$ cat config.mk
export PLATFORM = sky130hd
export DESIGN_NAME = pipelined_datapath
export DESIGN_NICKNAME = d
export VERILOG_FILES = /design/src/rtl/dp_pkg.sv /design/src/rtl/dp_regfile.sv /design/src/rtl/pipelined_datapath.sv
export SDC_FILE = /design/constraint.sdc
export NUM_CORES = 2
export LEC_CHECK = 0
export BUFFER_PORTS_ARGS = -buffer_cell sky130_fd_sc_hd__buf_2
export CAP_MARGIN = 20
export CORE_MARGIN = 2
export CORE_UTILIZATION = 40
export CTS_BUF_LIST = sky130_fd_sc_hd__clkbuf_16
export CTS_CLUSTER_DIAMETER = 120
export CTS_CLUSTER_SIZE = 20
export DETAILED_ROUTE_END_ITERATION = 10
export MAX_ROUTING_LAYER = met4
export PLACE_DENSITY = 0.64
export SLEW_MARGIN = 10
export SYNTH_ARGS = -nofsm -noshare
export SYNTH_HDL_FRONTEND = slang
export SYNTH_SLANG_ARGS = --single-unit
export TNS_END_PERCENT = 20
$ cat constraint.sdc
create_clock -name clock -period 48.6 [get_ports clock]
set_clock_uncertainty 0.1 [all_clocks]
set_input_delay 7.29 -clock clock [delete_from_list [all_inputs] [get_ports clock]]
set_output_delay 7.29 -clock clock [all_outputs]
set_load 0.01 [all_outputs]
$ cat src/rtl/dp_pkg.sv
// Shared definitions for the pipelined regfile + ALU datapath.
package dp_pkg;

  localparam int DEFAULT_XLEN = 32;

  // ALU operation codes driven on alu_control
  localparam logic [3:0] ALU_AND  = 4'b0000;
  localparam logic [3:0] ALU_OR   = 4'b0001;
  localparam logic [3:0] ALU_ADD  = 4'b0010;
  localparam logic [3:0] ALU_XOR  = 4'b0100;
  localparam logic [3:0] ALU_SUB  = 4'b0110;
  localparam logic [3:0] ALU_SLT  = 4'b0111;
  localparam logic [3:0] ALU_SLL  = 4'b1000;
  localparam logic [3:0] ALU_SRL  = 4'b1001;
  localparam logic [3:0] ALU_SRA  = 4'b1010;
  localparam logic [3:0] ALU_SLTU = 4'b1011;
  localparam logic [3:0] ALU_MUL  = 4'b1100;

endpackage

$ cat src/rtl/dp_regfile.sv
// Architectural register file: two combinational read ports, one write port.
// Entry 0 is a constant zero; every other entry is cleared by reset.
module dp_regfile
  import dp_pkg::*;
#(
  parameter int XLEN  = DEFAULT_XLEN,
  parameter int NREGS = 32,
  parameter int AW    = $clog2(NREGS)
) (
  input  logic            clock,
  input  logic            reset,
  input  logic [AW-1:0]   raddr1,
  output logic [XLEN-1:0] rdata1,
  input  logic [AW-1:0]   raddr2,
  output logic [XLEN-1:0] rdata2,
  input  logic            we,
  input  logic [AW-1:0]   waddr,
  input  logic [XLEN-1:0] wdata
);

  logic [NREGS-1:0][XLEN-1:0] rf_q;

  genvar gi;
  generate
    for (gi = 0; gi < NREGS; gi++) begin : g_entry
      if (gi == 0) begin : g_zero
        assign rf_q[gi] = '0;
      end else begin : g_reg
        logic [XLEN-1:0] entry_reg;
        // One storage word; loads when the write port targets this index
        always_ff @(posedge clock or posedge reset) begin
          if (reset) begin
            entry_reg <= '0;
          end else if (we && (waddr == AW'(gi))) begin
            entry_reg <= wdata;
          end
        end
        assign rf_q[gi] = entry_reg;
      end
    end
  endgenerate

  assign rdata1 = rf_q[raddr1];
  assign rdata2 = rf_q[raddr2];

endmodule

$ cat src/rtl/pipelined_datapath.sv
// Two-stage issue/execute datapath: regfile read and operand capture on issue,
// then ALU execute and writeback. MUL runs as an XLEN-step shift-add loop in
// the EX stage and holds off issue while it iterates.
module pipelined_datapath
  import dp_pkg::*;
#(
  parameter int XLEN   = DEFAULT_XLEN,
  parameter int NREGS  = 32,
  parameter int MUL_EN = 1,
  localparam int AW    = $clog2(NREGS)
) (
  input  logic            clock,
  input  logic            reset,
  input  logic            in_valid,
  output logic            in_ready,
  input  logic [AW-1:0]   rs1,
  input  logic [AW-1:0]   rs2,
  input  logic [AW-1:0]   rd,
  input  logic [3:0]      alu_control,
  input  logic            use_imm,
  input  logic [XLEN-1:0] imm,
  input  logic            regwrite,
  output logic            out_valid,
  output logic [XLEN-1:0] out_result,
  output logic            zero_flag,
  output logic            busy
);

  localparam int SW = $clog2(XLEN);
  localparam int CW = $clog2(XLEN + 1);

  // EX stage state
  logic            ex_valid_reg;
  logic [3:0]      ex_op_reg;
  logic [XLEN-1:0] ex_a_reg;
  logic [XLEN-1:0] ex_b_reg;
  logic [AW-1:0]   ex_rd_reg;
  logic            ex_we_reg;
  logic [CW-1:0]   mul_cnt_reg;
  logic [XLEN-1:0] mul_acc_reg;

  // Completion outputs
  logic            out_valid_reg;
  logic [XLEN-1:0] out_result_reg;
  logic            zero_flag_reg;

  logic            ex_is_mul;
  logic            mul_busy;
  logic            ex_done;
  logic            accept;
  logic            rf_we;
  logic            fwd1;
  logic            fwd2;
  logic [XLEN-1:0] rdata1;
  logic [XLEN-1:0] rdata2;
  logic [XLEN-1:0] op_a;
  logic [XLEN-1:0] op_b;
  logic [XLEN-1:0] ex_result;
  logic [SW-1:0]   shamt;

  // A MUL is iterative only when the multiplier is built in; otherwise it
  // falls through the ALU case and yields 0 in one cycle.
  assign ex_is_mul = (MUL_EN != 0) && (ex_op_reg == ALU_MUL);
  assign mul_busy  = ex_valid_reg && ex_is_mul && (mul_cnt_reg != CW'(XLEN));
  assign ex_done   = ex_valid_reg && !mul_busy;
  assign accept    = in_valid && !mul_busy;
  assign in_ready  = !mul_busy;
  assign busy      = mul_busy;

  assign rf_we = ex_done && ex_we_reg && (ex_rd_reg != '0);

  dp_regfile #(
    .XLEN  (XLEN),
    .NREGS (NREGS),
    .AW    (AW)
  ) u_regfile (
    .clock  (clock),
    .reset  (reset),
    .raddr1 (rs1),
    .rdata1 (rdata1),
    .raddr2 (rs2),
    .rdata2 (rdata2),
    .we     (rf_we),
    .waddr  (ex_rd_reg),
    .wdata  (ex_result)
  );

  // Bypass: the result retiring at the coming edge is not yet in the regfile,
  // so a dependent op issued on that same edge takes it directly.
  assign fwd1 = rf_we && (rs1 == ex_rd_reg);
  assign fwd2 = rf_we && (rs2 == ex_rd_reg);
  assign op_a = fwd1 ? ex_result : rdata1;
  assign op_b = use_imm ? imm : (fwd2 ? ex_result : rdata2);

  assign shamt = ex_b_reg[SW-1:0];

  // ALU: combinational result of the op currently held in EX
  always_comb begin
    ex_result = '0;
    case (ex_op_reg)
      ALU_AND:  ex_result = ex_a_reg & ex_b_reg;
      ALU_OR:   ex_result = ex_a_reg | ex_b_reg;
      ALU_ADD:  ex_result = ex_a_reg + ex_b_reg;
      ALU_XOR:  ex_result = ex_a_reg ^ ex_b_reg;
      ALU_SUB:  ex_result = ex_a_reg - ex_b_reg;
      ALU_SLT:  ex_result = {{(XLEN-1){1'b0}}, ($signed(ex_a_reg) < $signed(ex_b_reg))};
      ALU_SLL:  ex_result = ex_a_reg << shamt;
      ALU_SRL:  ex_result = ex_a_reg >> shamt;
      ALU_SRA:  ex_result = $signed(ex_a_reg) >>> shamt;
      ALU_SLTU: ex_result = {{(XLEN-1){1'b0}}, (ex_a_reg < ex_b_reg)};
      ALU_MUL:  ex_result = (MUL_EN != 0) ? mul_acc_reg : '0;
      default:  ex_result = '0;
    endcase
  end

  // EX register: capture on issue, retire on completion, otherwise step the
  // multiplier (operand A shifts left as multiplicand, B right as multiplier)
  always_ff @(posedge clock or posedge reset) begin
    if (reset) begin
      ex_valid_reg <= 1'b0;
      ex_op_reg    <= '0;
      ex_a_reg     <= '0;
      ex_b_reg     <= '0;
      ex_rd_reg    <= '0;
      ex_we_reg    <= 1'b0;
      mul_cnt_reg  <= '0;
      mul_acc_reg  <= '0;
    end else if (accept) begin
      ex_valid_reg <= 1'b1;
      ex_op_reg    <= alu_control;
      ex_a_reg     <= op_a;
      ex_b_reg     <= op_b;
      ex_rd_reg    <= rd;
      ex_we_reg    <= regwrite;
      mul_cnt_reg  <= '0;
      mul_acc_reg  <= '0;
    end else if (ex_done) begin
      ex_valid_reg <= 1'b0;
    end else if (mul_busy) begin
      if (ex_b_reg[0]) begin
        mul_acc_reg <= mul_acc_reg + ex_a_reg;
      end
      ex_a_reg    <= ex_a_reg << 1;
      ex_b_reg    <= ex_b_reg >> 1;
      mul_cnt_reg <= mul_cnt_reg + CW'(1);
    end
  end

  // Completion report: one-cycle valid pulse, result and zero flag held between ops
  always_ff @(posedge clock or posedge reset) begin
    if (reset) begin
      out_valid_reg  <= 1'b0;
      out_result_reg <= '0;
      zero_flag_reg  <= 1'b0;
    end else begin
      out_valid_reg <= ex_done;
      if (ex_done) begin
        out_result_reg <= ex_result;
        zero_flag_reg  <= (ex_result == '0);
      end
    end
  end

  assign out_valid  = out_valid_reg;
  assign out_result = out_result_reg;
  assign zero_flag  = zero_flag_reg;

endmodule
==> results.ini <==
[status]
status = complete, no violations

[yosys]
syn_inst = 6682
ys_seq_area_frac = 0.4098
synth_compound_area_frac = 0.1629
synth-seq-cells = 1139
synth.top_cells.by_count = nor2_1 (1176), dfrtp_1 (1139), a21oi_1 (1137), mux4_2 (613), clkbuf_1 (489)
synth_fa_ha_area_frac = 0.02641
ys_top_cells_by_area = dfrtp_1 (41%), mux4_2 (20%), a21oi_1 (8.2%)
synth.largest_area_cell = dfrtp_1
synth_top_family_by_area = multiplexers
synth.area.mux_share = 0.2435
synth_most_common_cell = nor2_1
synth_nets = 6883
async_reset_ff_frac = 1.000
synth_edf_count = 0
yosysWarnings = 0
synth.avg_cell_area_um2 = 10.41
synthesis.area_um2 = 69540
synth_ff_type = dfrtp_1
ys_types = 106
synth_top_area_share = 0.4098
synth_xor_xnor_area_share = 0.005919
synth-simple-area-share = 0.1068

[floorplan]
pin_count = 92
coreArea_um2 = 173200
die_h_um = 421.0
die_area_um2 = 177200
core.rowCount = 153
start_util = 0.4014
die_w_um = 421.0

[power]
leakage_uw = 0.03097
internal_power_uw = 2187
p_comb_frac = 0.437
switching_share = 0.4132
powerDensity_nw_per_um2 = 50.33
p_seq_frac = 0.398
clock_power_share = 0.165
p_switching_uw = 1540
vdd.ir_drop.worst_mv = 0.02716

[min_path]
hold_class = reg -> reg
worstHoldStart = mul_cnt_reg[5]$_DFFE_PP0P_
whs_path_depth = 1

[setup_path]
critPathKind = in -> reg
startpoint_type = input port
reg2reg_slack_ns = 42.19
cpMostUsedCell = buf_4
arrival_ns = 11.75
r2r_start = ex_b_reg[0]$_DFFE_PP0P_
slowest_stage = buf_4
worstSetupStartpoint = rs2[0]
path_buf_inv = 4
critPathMaxStageDelay_ns = 0.81
crit_cells = 13
crit_path_cell_trace = buf_8, buf_4, buf_4, nor2b_4, buf_4, a22o_1, mux4_2, mux2i_1, nor2_1, a21oi_1, o21ai_0, mux2i_1, a21oi_1
reg2reg_depth = 16
cpLargestDelayFamily = buffers and inverters
cp_data_required_time_ns = 49.06
cp_max_fo = 62
cp-end-kind = register

[sta]
rsz0062_at_grt = no
period_minus_slack_ns = 11.29
max_slew_margin = 0.2366
period_share = 0.2323
fmax_ghz = 0.08858
setup_ws_ns = 37.31
hold_violations = 0
tightest_slew_ns = 1.113
slew_violations = 0
fin_tns_setup_ns = 0
setup_viol = 0

[job]
maxCapViolations = 0

[route]
firstDrtPassIters = 8
wire_per_inst_um = 30.75
wirelength_mm = 267.5
vias = 56810
drc = 0
vias_per_cell = 6.532
ant_nets = 0
drt_iter0_markers = 7143

[cts]
cts_setup_buffers = 0
cts_sinks = 1139
postCtsResizedCells = 0
clk_latency_ns = 0.73
htreeDepth = 3
clk_pin_slew_ns = 0.09
cts_tree = done
cts_hold_buf = 0
numCtsBuffers = 69
ctsRootBufferMaster = clkbuf_16
clock_tree.buffer_depth = 3

[global_routing]
antenna_found_initial = 4
grt_pass1_vias = 55230
grt_use_total = 0.3061
grt_pass1_wl_mm = 391.3
grt-ovfl-total = 0
grt_max_degree = 179

[finish]
drive_above_1_share = 0.1917
postLayoutCoreUtil = 0.4274
final_net_count = 6555
synthToLayoutAreaGrowth_pct = 6.477
largest_reg_flops = 992

[place]
gp_congestion = 1.037
hpwl_mm = 174.4
preCtsSetupSlack_ns = 36.57
port_buffers = 91

-- power groups by stage --
| stage | Sequential [µW] | Clock, µW | Combinational (µW) |
|---|---|---|---|
| floorplan | 1410 | 0 | 1130 |
| global placement | 1470 | 0 | 1570 |
| detailed placement | 1490 | 0 | 1590 |
| CTS | 1470 | 624 | 1600 |
| global route | 1510 | 659 | 1730 |
| finish | 1480 | 614 | 1630 |
-- per-stage QoR --
stage	power, µW	hold WS [ns]	instances	instance area, µm²
2_1_floorplan	2541	0.3425	6682	69540
3_3_place_gp	3039	0.3751	8607	72060
3_5_place_dp	3078	0.3891	8607	72060
4_1_cts	3691	0.4047	8692	74010
5_1_grt	3906	0.4170	8693	74040
6_report	3727	0.4070	8697	74050
-- path summary, 6_finish.rpt --
| path | end |
|---|---|
| max | ex_b_reg[16]$_DFFE_PP0P_ |
| min in group asynchronous | u_regfile.g_entry[18].g_reg.entry_reg[22]$_DFFE_PP0P_ |
| max in group asynchronous | u_regfile.g_entry[18].g_reg.entry_reg[0]$_DFFE_PP0P_ |
| min | mul_cnt_reg[5]$_DFFE_PP0P_ |
| max reg2reg | zero_flag$_DFFE_PP0P_ |
| min reg2reg | mul_cnt_reg[5]$_DFFE_PP0P_ |
-- layout make-up --
type | count | area, µm²
antenna | 4 | 10.01
clock buffer | 73 | 1827
clock inverter | 12 | 120.1
fill | 16340 | 99200
inverter | 121 | 461.7
multi-input combinational | 4762 | 38370
sequential | 1139 | 28510
tap | 2325 | 2909
timing repair buffer | 261 | 1839
-- kinds of logic after synthesis --
logic type                 after synthesis
xor gates and xnor gates                47
DFF                                   1139
muxes                                  905
adders and majority gates              145
and+or+nand+nor                       1758
AOI/OAI and AO/OA                     1907
buffers and inverters                  781
-- layer usage --
metal  vias up  routed length (µm)  global-route usage
met1     28890              101100              0.3895
met5         -                   0                   -
met2      3243              121500              0.4602
met4         0               18200              0.1673
met3       806               26690             0.06122
li1      23880                   -                   -
-- placed cells by master (no fill, tap or decap), types with 14 or more instances in the layout --
cell type / instances
a2111oi_0: 23
a211oi_1: 23
a21o_1: 26
a21oi_1: 1134
a221oi_1: 24
a22o_1: 58
a22oi_1: 40
a31oi_1: 24
buf_2: 81
buf_4: 171
clkbuf_16: 73
dfrtp_1: 1134
ha_1: 142
inv_1: 117
mux2_2: 158
mux2i_1: 129
mux4_2: 613
nand2_1: 269
nand2b_1: 46
nand3_1: 44
nand4_1: 20
nor2_1: 1146
nor2_4: 30
nor2b_1: 21
nor3_1: 54
o211ai_1: 81
o21a_1: 24
o21ai_0: 214
o21ai_1: 18
o221ai_1: 27
o22ai_1: 24
o31ai_1: 14
or3_1: 21
xnor2_1: 32
xor2_1: 15
No activity file was read; power rests on OpenSTA's default activity.
